==> src/rtl/snn_input_loader.sv <==
// Byte-stream to pixel-buffer loader feeding the SNN input layer, with registered pixel reads.
// Optional double buffering is enabled by defining SNN_LOADER_PINGPONG_EN.
module snn_input_loader #(
  parameter int DATA_W  = 8,
  parameter int PIX_W   = 1,
  parameter int NUM_PIX = 784,
  parameter int ADDR_W  = $clog2(NUM_PIX)
) (
  input  logic              clk,
  input  logic              rst_n,
  input  logic              trigger,
  input  logic [DATA_W-1:0] data,
  input  logic [ADDR_W-1:0] addr,
  output logic [PIX_W-1:0]  q,
  output logic              ready,
  output logic              frame_done
);

  localparam int PPB       = DATA_W / PIX_W;
  localparam int NUM_BYTES = (NUM_PIX * PIX_W + DATA_W - 1) / DATA_W;
  localparam int BYTE_AW   = (NUM_BYTES > 1) ? $clog2(NUM_BYTES) : 1;

`ifdef SNN_LOADER_PINGPONG_EN
  localparam int NUM_BANKS = 2;
`else
  localparam int NUM_BANKS = 1;
`endif

  localparam int MEM_DEPTH = NUM_BANKS * NUM_BYTES;
  localparam int MEM_AW    = (MEM_DEPTH > 1) ? $clog2(MEM_DEPTH) : 1;
  localparam logic [BYTE_AW-1:0] LAST_BYTE = BYTE_AW'(NUM_BYTES - 1);

  typedef enum logic {
    LOAD = 1'b0,
    FULL = 1'b1
  } state_t;

  state_t             state_q, state_d;
  logic [BYTE_AW-1:0] cnt_q, cnt_d;
  logic               ready_d;
  logic               frame_done_d;

  // Bank bases are flat offsets into one array; the single-bank build pins both to zero.
  int wr_base;
  int rd_base;

`ifdef SNN_LOADER_PINGPONG_EN
  logic wr_bank_q;

  always_ff @(posedge clk or negedge rst_n) begin
    if (!rst_n) begin
      wr_bank_q <= 1'b0;
    end else if (frame_done_d) begin
      wr_bank_q <= ~wr_bank_q;
    end
  end

  assign wr_base = wr_bank_q ? NUM_BYTES : 0;
  assign rd_base = wr_bank_q ? 0 : NUM_BYTES;
`else
  assign wr_base = 0;
  assign rd_base = 0;
`endif

  // ---------------------------------------------------------------------------
  // Control FSM
  // ---------------------------------------------------------------------------
  always_ff @(posedge clk or negedge rst_n) begin
    if (!rst_n) begin
      state_q    <= LOAD;
      cnt_q      <= '0;
      ready      <= 1'b0;
      frame_done <= 1'b0;
    end else begin
      // NOTE: sequential state uses non-blocking assignments so every register
      // samples pre-edge values, independent of statement order.
      state_q    <= state_d;
      cnt_q      <= cnt_d;
      ready      <= ready_d;
      frame_done <= frame_done_d;
    end
  end

  always_comb begin
    // NOTE: every output of this block gets a default first, so no path can
    // leave a signal unassigned and infer a latch.
    state_d      = state_q;
    cnt_d        = cnt_q;
    frame_done_d = 1'b0;

    // A trigger in FULL finds cnt at 0, so restarting a frame is the same
    // store-and-advance as any other byte.
    if (trigger) begin
      if (cnt_q == LAST_BYTE) begin
        cnt_d        = '0;
        frame_done_d = 1'b1;
        state_d      = FULL;
      end else begin
        cnt_d   = cnt_q + 1'b1;
        state_d = LOAD;
      end
    end

`ifdef SNN_LOADER_PINGPONG_EN
    ready_d = ready | frame_done_d;
`else
    ready_d = (state_d == FULL);
`endif
  end

  // ---------------------------------------------------------------------------
  // Byte buffer
  // ---------------------------------------------------------------------------
  logic [DATA_W-1:0] mem [MEM_DEPTH];
  logic [MEM_AW-1:0] wr_idx;

  assign wr_idx = MEM_AW'(wr_base + int'(cnt_q));

  // NOTE: the buffer has no reset; frame contents are meaningless until a
  // frame completes, and an unreset array maps onto plain RAM.
  always_ff @(posedge clk) begin
    if (trigger) begin
      mem[wr_idx] <= data;
    end
  end

  // ---------------------------------------------------------------------------
  // Read path: LSB-first pixel select, out-of-range addresses read as zero
  // ---------------------------------------------------------------------------
  int                rd_byte;
  int                rd_off;
  logic              rd_in_range;
  logic [MEM_AW-1:0] rd_idx;
  logic [DATA_W-1:0] rd_word;
  logic [PIX_W-1:0]  rd_pix;

  always_comb begin
    rd_in_range = (int'(addr) < NUM_PIX);
    rd_byte     = rd_in_range ? (int'(addr) / PPB) : 0;
    rd_off      = rd_in_range ? (int'(addr) % PPB) : 0;
    rd_idx      = MEM_AW'(rd_base + rd_byte);
    rd_word     = mem[rd_idx];
    rd_pix      = rd_in_range ? PIX_W'(rd_word >> (rd_off * PIX_W)) : '0;
  end

  // Sampling the array before this edge's write lands gives read-before-write.
  always_ff @(posedge clk or negedge rst_n) begin
    if (!rst_n) begin
      q <= '0;
    end else begin
      q <= rd_pix;
    end
  end

endmodule

==> config.mk <==
export PLATFORM = sky130hd
export DESIGN_NAME = snn_input_loader
export DESIGN_NICKNAME = d
export VERILOG_FILES = /design/src/rtl/snn_input_loader.sv
export SDC_FILE = /design/constraint.sdc
export NUM_CORES = 1
export LEC_CHECK = 0
export CAP_MARGIN = 20
export CELL_PAD_IN_SITES_DETAIL_PLACEMENT = 0
export CELL_PAD_IN_SITES_GLOBAL_PLACEMENT = 1
export CORE_MARGIN = 2
export CORE_UTILIZATION = 49
export CTS_BUF_LIST = sky130_fd_sc_hd__clkbuf_16
export CTS_CLUSTER_DIAMETER = 80
export DETAILED_ROUTE_END_ITERATION = 7
export GPL_TIMING_DRIVEN = 0
export PLACE_DENSITY_LB_ADDON = 0.3
export SYNTH_ARGS = -nofsm -noshare
export SYNTH_HDL_FRONTEND = slang
export SYNTH_SLANG_ARGS = --single-unit
==> constraint.sdc <==
create_clock -name clk -period 2.3 [get_ports clk]
set_input_delay 0.345 -clock clk [delete_from_list [all_inputs] [get_ports clk]]
set_output_delay 0.345 -clock clk [all_outputs]
set_load 0.1 [all_outputs]
==> flow_summary.toml <==
[run_status]
status = "finished, violations left"
violations = "negative setup slack"

[place]
io_buffers = 19
post-place-cells = 3000
dp_hpwl_um = 89800
gp_congestion = 1.02

[sta]
slew_viol_final = 0
tightest_slew_ns = 0.954
fmax_mhz = 342
finalHoldViolCount = 0
timing.final.crit_share = 1.27
setup_viol = 1
fin_ws_ns = -0.626
skew_ns = 0.0221
relSlewSlack = 0.366
grt_setup_unrepaired = "true"
layout_min_cycle_time_ns = 2.93

[cells_and_area]
drive_gt1_frac = 0.267
area_growth_pct = 22.0
nets = 2293
final_cells = 3208
seq_area_um2 = 23800
multi_input_comb_area_um2 = 9010
fill_cells = 4851

[hold_path]
hold_class = "in2async"

[synthesis]
synth-edff-count = 784
synth_flop_cell = "edfxtp_1"
synth_seq_cells = 794
syn_nets = 2110
syn-instance-count = 2087
synth_area_um2 = 32300
ys_warn_count = 0
synth_top_area_share = 0.729
synth_area_leaders = "edfxtp_1 73%, mux2i_1 3.3%, mux4_2 2.4%"
syn_area_per_cell_um2 = 15.5
ys_seq_area_frac = 0.737
async_flop_share = 0.0126
synth.distinct_cells = 76
yosysTopAreaCell = "edfxtp_1"

[clock_network]
h-tree-depth = 3
clk_pin_slew_worst_paths_ns = 0.06
hold_buffers = 0
cts_root_buf = "clkbuf_16"
cts_buffer_depth = 3
cts_tree = "built"
clock_latency_ns = 0.64
clock-sinks = 794
numCtsBuffers = 83

[global_routing]
overflow = 0
track_usage = 0.411
grt_pass1_wl_um = 183000
antenna_found_initial = 10
grt_max_degree = 67
grt_pass1_vias = 21243

[drt]
drt_pre_antenna_iters = 6
drc = 0
drtAntennaViolNets = 0
via_count = 22786
viasPerCell = 7.10
drtIter0Drc = 3981
wl_per_cell_um = 43.1
drt_wl_total_um = 138000

[setup_path]
crit_path_end_kind = "register"
arrival_ns = 3.44
crit_path_max_incr_delay_ns = 0.58
critical_path_required_ns = 2.81
crit_start = "addr[8]"
r2r_start = "mem[79][5]$_DFFE_PP_"
cp_slowest_cell = "o211ai_1"
endpoint = "q$_DFF_PN0_"
crit_type = "in2reg"
r2r_end = "q$_DFF_PN0_"
path_depth = 13
path_delay_family = "compound AO/OA/AOI/OAI gates"
cp-start-kind = "input port"
rrSetupSlack_ns = -0.42
cpMostUsedCell = "buf_12"
worstPathCellList = "clkbuf_4, a21boi_4, buf_12, buf_6, buf_12, buf_12, buf_8, a211oi_1, o211ai_1, o2111ai_2, o221ai_2, o2111ai_2, o211a_4"
critPathBufInv = 6
crit_fanout = 10
r2r_cells = 8

[power_and_ir_drop]
p_switching_w = 0.00942
power.total_w = 0.0342
switching_share = 0.275
pwr-share-comb = 0.137
leakagePower_nw = 12.9
pwr_density_cell_nw_per_um2 = 867
vdd_ir_drop_max_mv = 0.672
internal_power_w = 0.0248
p_clk_frac = 0.385
seq_power_share = 0.478

[floorplan]
io_pins = 24
coreArea_um2 = 65500
dieArea_um2 = 68000
die-width_um = 261
row_count = 94
fp.dieH_um = 261
start_util = 0.493

[job]
max_cap_viol_count = 0
-- what timing repair did --
action / in CTS / in global routing
gates resized for setup: 525 / 98
gates cloned: 0 / 0
setup endpoints to repair: 758 / 608
buffers inserted: 48 / 10
pin swaps: 27 / 26
-- cells in the mapped netlist, drive strengths merged, types with 5 or more instances --
cell and instances:
dfrtp 10, o2111ai 5, a2111oi 9, inv 8, nand2 195, nand2b 5, nor3 21, nand4 11
mux2 52, a22oi 13, a221o 11, or3 5, a311oi 5, nor2b 21, o21ai 79, and3 7
o31ai 8, a21boi 10, a31oi 29, clkbuf 48, o211ai 22, a221oi 48, buf 98, nor4 5
o311ai 8, nand3 38, and2 16, nor2 142, mux4 35, nor3b 5, a21oi 121, a211oi 49
edfxtp 784, mux2i 108
-- worst register-to-register path: stages, from the launching register on --
cell       delay, ns
edfxtp_1        0.35
mux4_2          0.52
nand2_1         0.11
o211ai_1        0.21
o211ai_1        0.54
o2111ai_2       0.26
o221ai_2        0.25
o2111ai_2       0.13
o211a_4         0.21
-- placed cells by master (no fill, tap or decap), types with 7 or more instances in the layout --
cell       Yosys  routed
a211oi_1      49      43
a21oi_1      120     116
a221o_1       11      11
a221oi_1      48      37
a221oi_2       0       9
a22oi_1       13      12
a31oi_1       29      28
and2_1        15      14
and3_1         7       7
buf_12         0      27
buf_16         0      12
buf_2         79       7
buf_4          4      71
buf_6          7      43
buf_8          0      39
clkbuf_16      0      87
clkbuf_2       0      12
clkbuf_4       0      13
clkinv_1       0      20
clkinv_2       0      19
dfrtp_1       10       9
diode_2        0       7
edfxtp_1     784     784
inv_1          8      23
mux2_2        52      51
mux2i_1      108     106
mux4_2        35      35
nand2_1      195     182
nand2_2        0       9
nand3_1       38      33
nand4_1       11      11
nor2_1       142      44
nor2_4         0      92
nor2b_1       21      18
nor3_1        20      13
o211ai_1      22      22
o21ai_0       77      66
o21ai_1        1      10
o31ai_1        8       8
-- flip-flops by register name, summed over array words and instances, names as in the netlist --
name and flops:
mem 784, cnt_q 7, frame_done 1, q 1
state_q 1
-- routing by layer --
layer	vias to the layer above	global-route usage	routed length (um)
li1	8628	-	-
met1	11392	0.541	48800
met2	2249	0.573	57800
met3	515	0.142	21000
met4	2	0.280	10800
met5	-	0	13
-- through the flow --
step / hold WS, ns / util / setup slack (ns) / instance area [um2] / TNS (ns)
6_report: 0.0252 / 0.602 / -0.626 / 39400 / -0.626
5_1_grt: 0.0726 / 0.601 / -0.500 / 39400 / -0.842
4_1_cts: 0.0311 / 0.594 / -0.523 / 38900 / -4.76
3_5_place_dp: 0.513 / 0.522 / -3.35 / 34200 / -455.41
3_3_place_gp: 0.507 / 0.513 / -3.44 / 33600 / -2235.43
2_1_floorplan: 0.0494 / - / -0.217 / 32400 / -0.217
-- final cells by class --
| cell class | instances | area share |
|---|---|---|
| diodes | 7 | 0.000444 |
| plain buffers | 137 | 0.0415 |
| clock buffers | 86 | 0.0546 |
| clock inverters | 66 | 0.0116 |
| inverters | 8 | 0.000762 |
| multi-input cells | 1139 | 0.229 |
| flip-flops and latches | 794 | 0.604 |
| well taps | 864 | 0.0274 |
| repair buffers | 107 | 0.0313 |
-- cell families after synthesis --
kind of cell,count (synthesis),share of synthesized area
DFF,794,0.737
and+or+nand+nor,477,0.0652
AOI/OAI and AO/OA,461,0.0972
muxes,195,0.0760
buffers and inverters,154,0.0230
xor gates and xnor gates,4,0.00108
adders and majority gates,2,0.000775
-- power groups by stage --
stage | sequential, W | combinational, W | clock (W)
after floorplan | 0.0166 | 0.00154 | 0
after CTS | 0.0163 | 0.00430 | 0.0131
after global routing | 0.0164 | 0.00461 | 0.0136
final | 0.0164 | 0.00467 | 0.0132
after detailed placement | 0.0166 | 0.00357 | 0
after global placement | 0.0166 | 0.00341 | 0
-- worst min-delay path by stage --
stage          slack, ns  depth (start not counted)                 from                   end
2_1_floorplan       0.05                          0                rst_n  cnt_q[0]$_DFFE_PN0P_
6_report            0.03                          1                rst_n           q$_DFF_PN0_
5_1_grt             0.07                          1                rst_n           q$_DFF_PN0_
3_5_place_dp        0.51                          1  state_q$_DFFE_PN0P_   state_q$_DFFE_PN0P_
3_3_place_gp        0.51                          1  state_q$_DFFE_PN0P_   state_q$_DFFE_PN0P_
4_1_cts             0.03                          1                rst_n   state_q$_DFFE_PN0P_
Note: power is estimated with default switching activity, not from simulation.
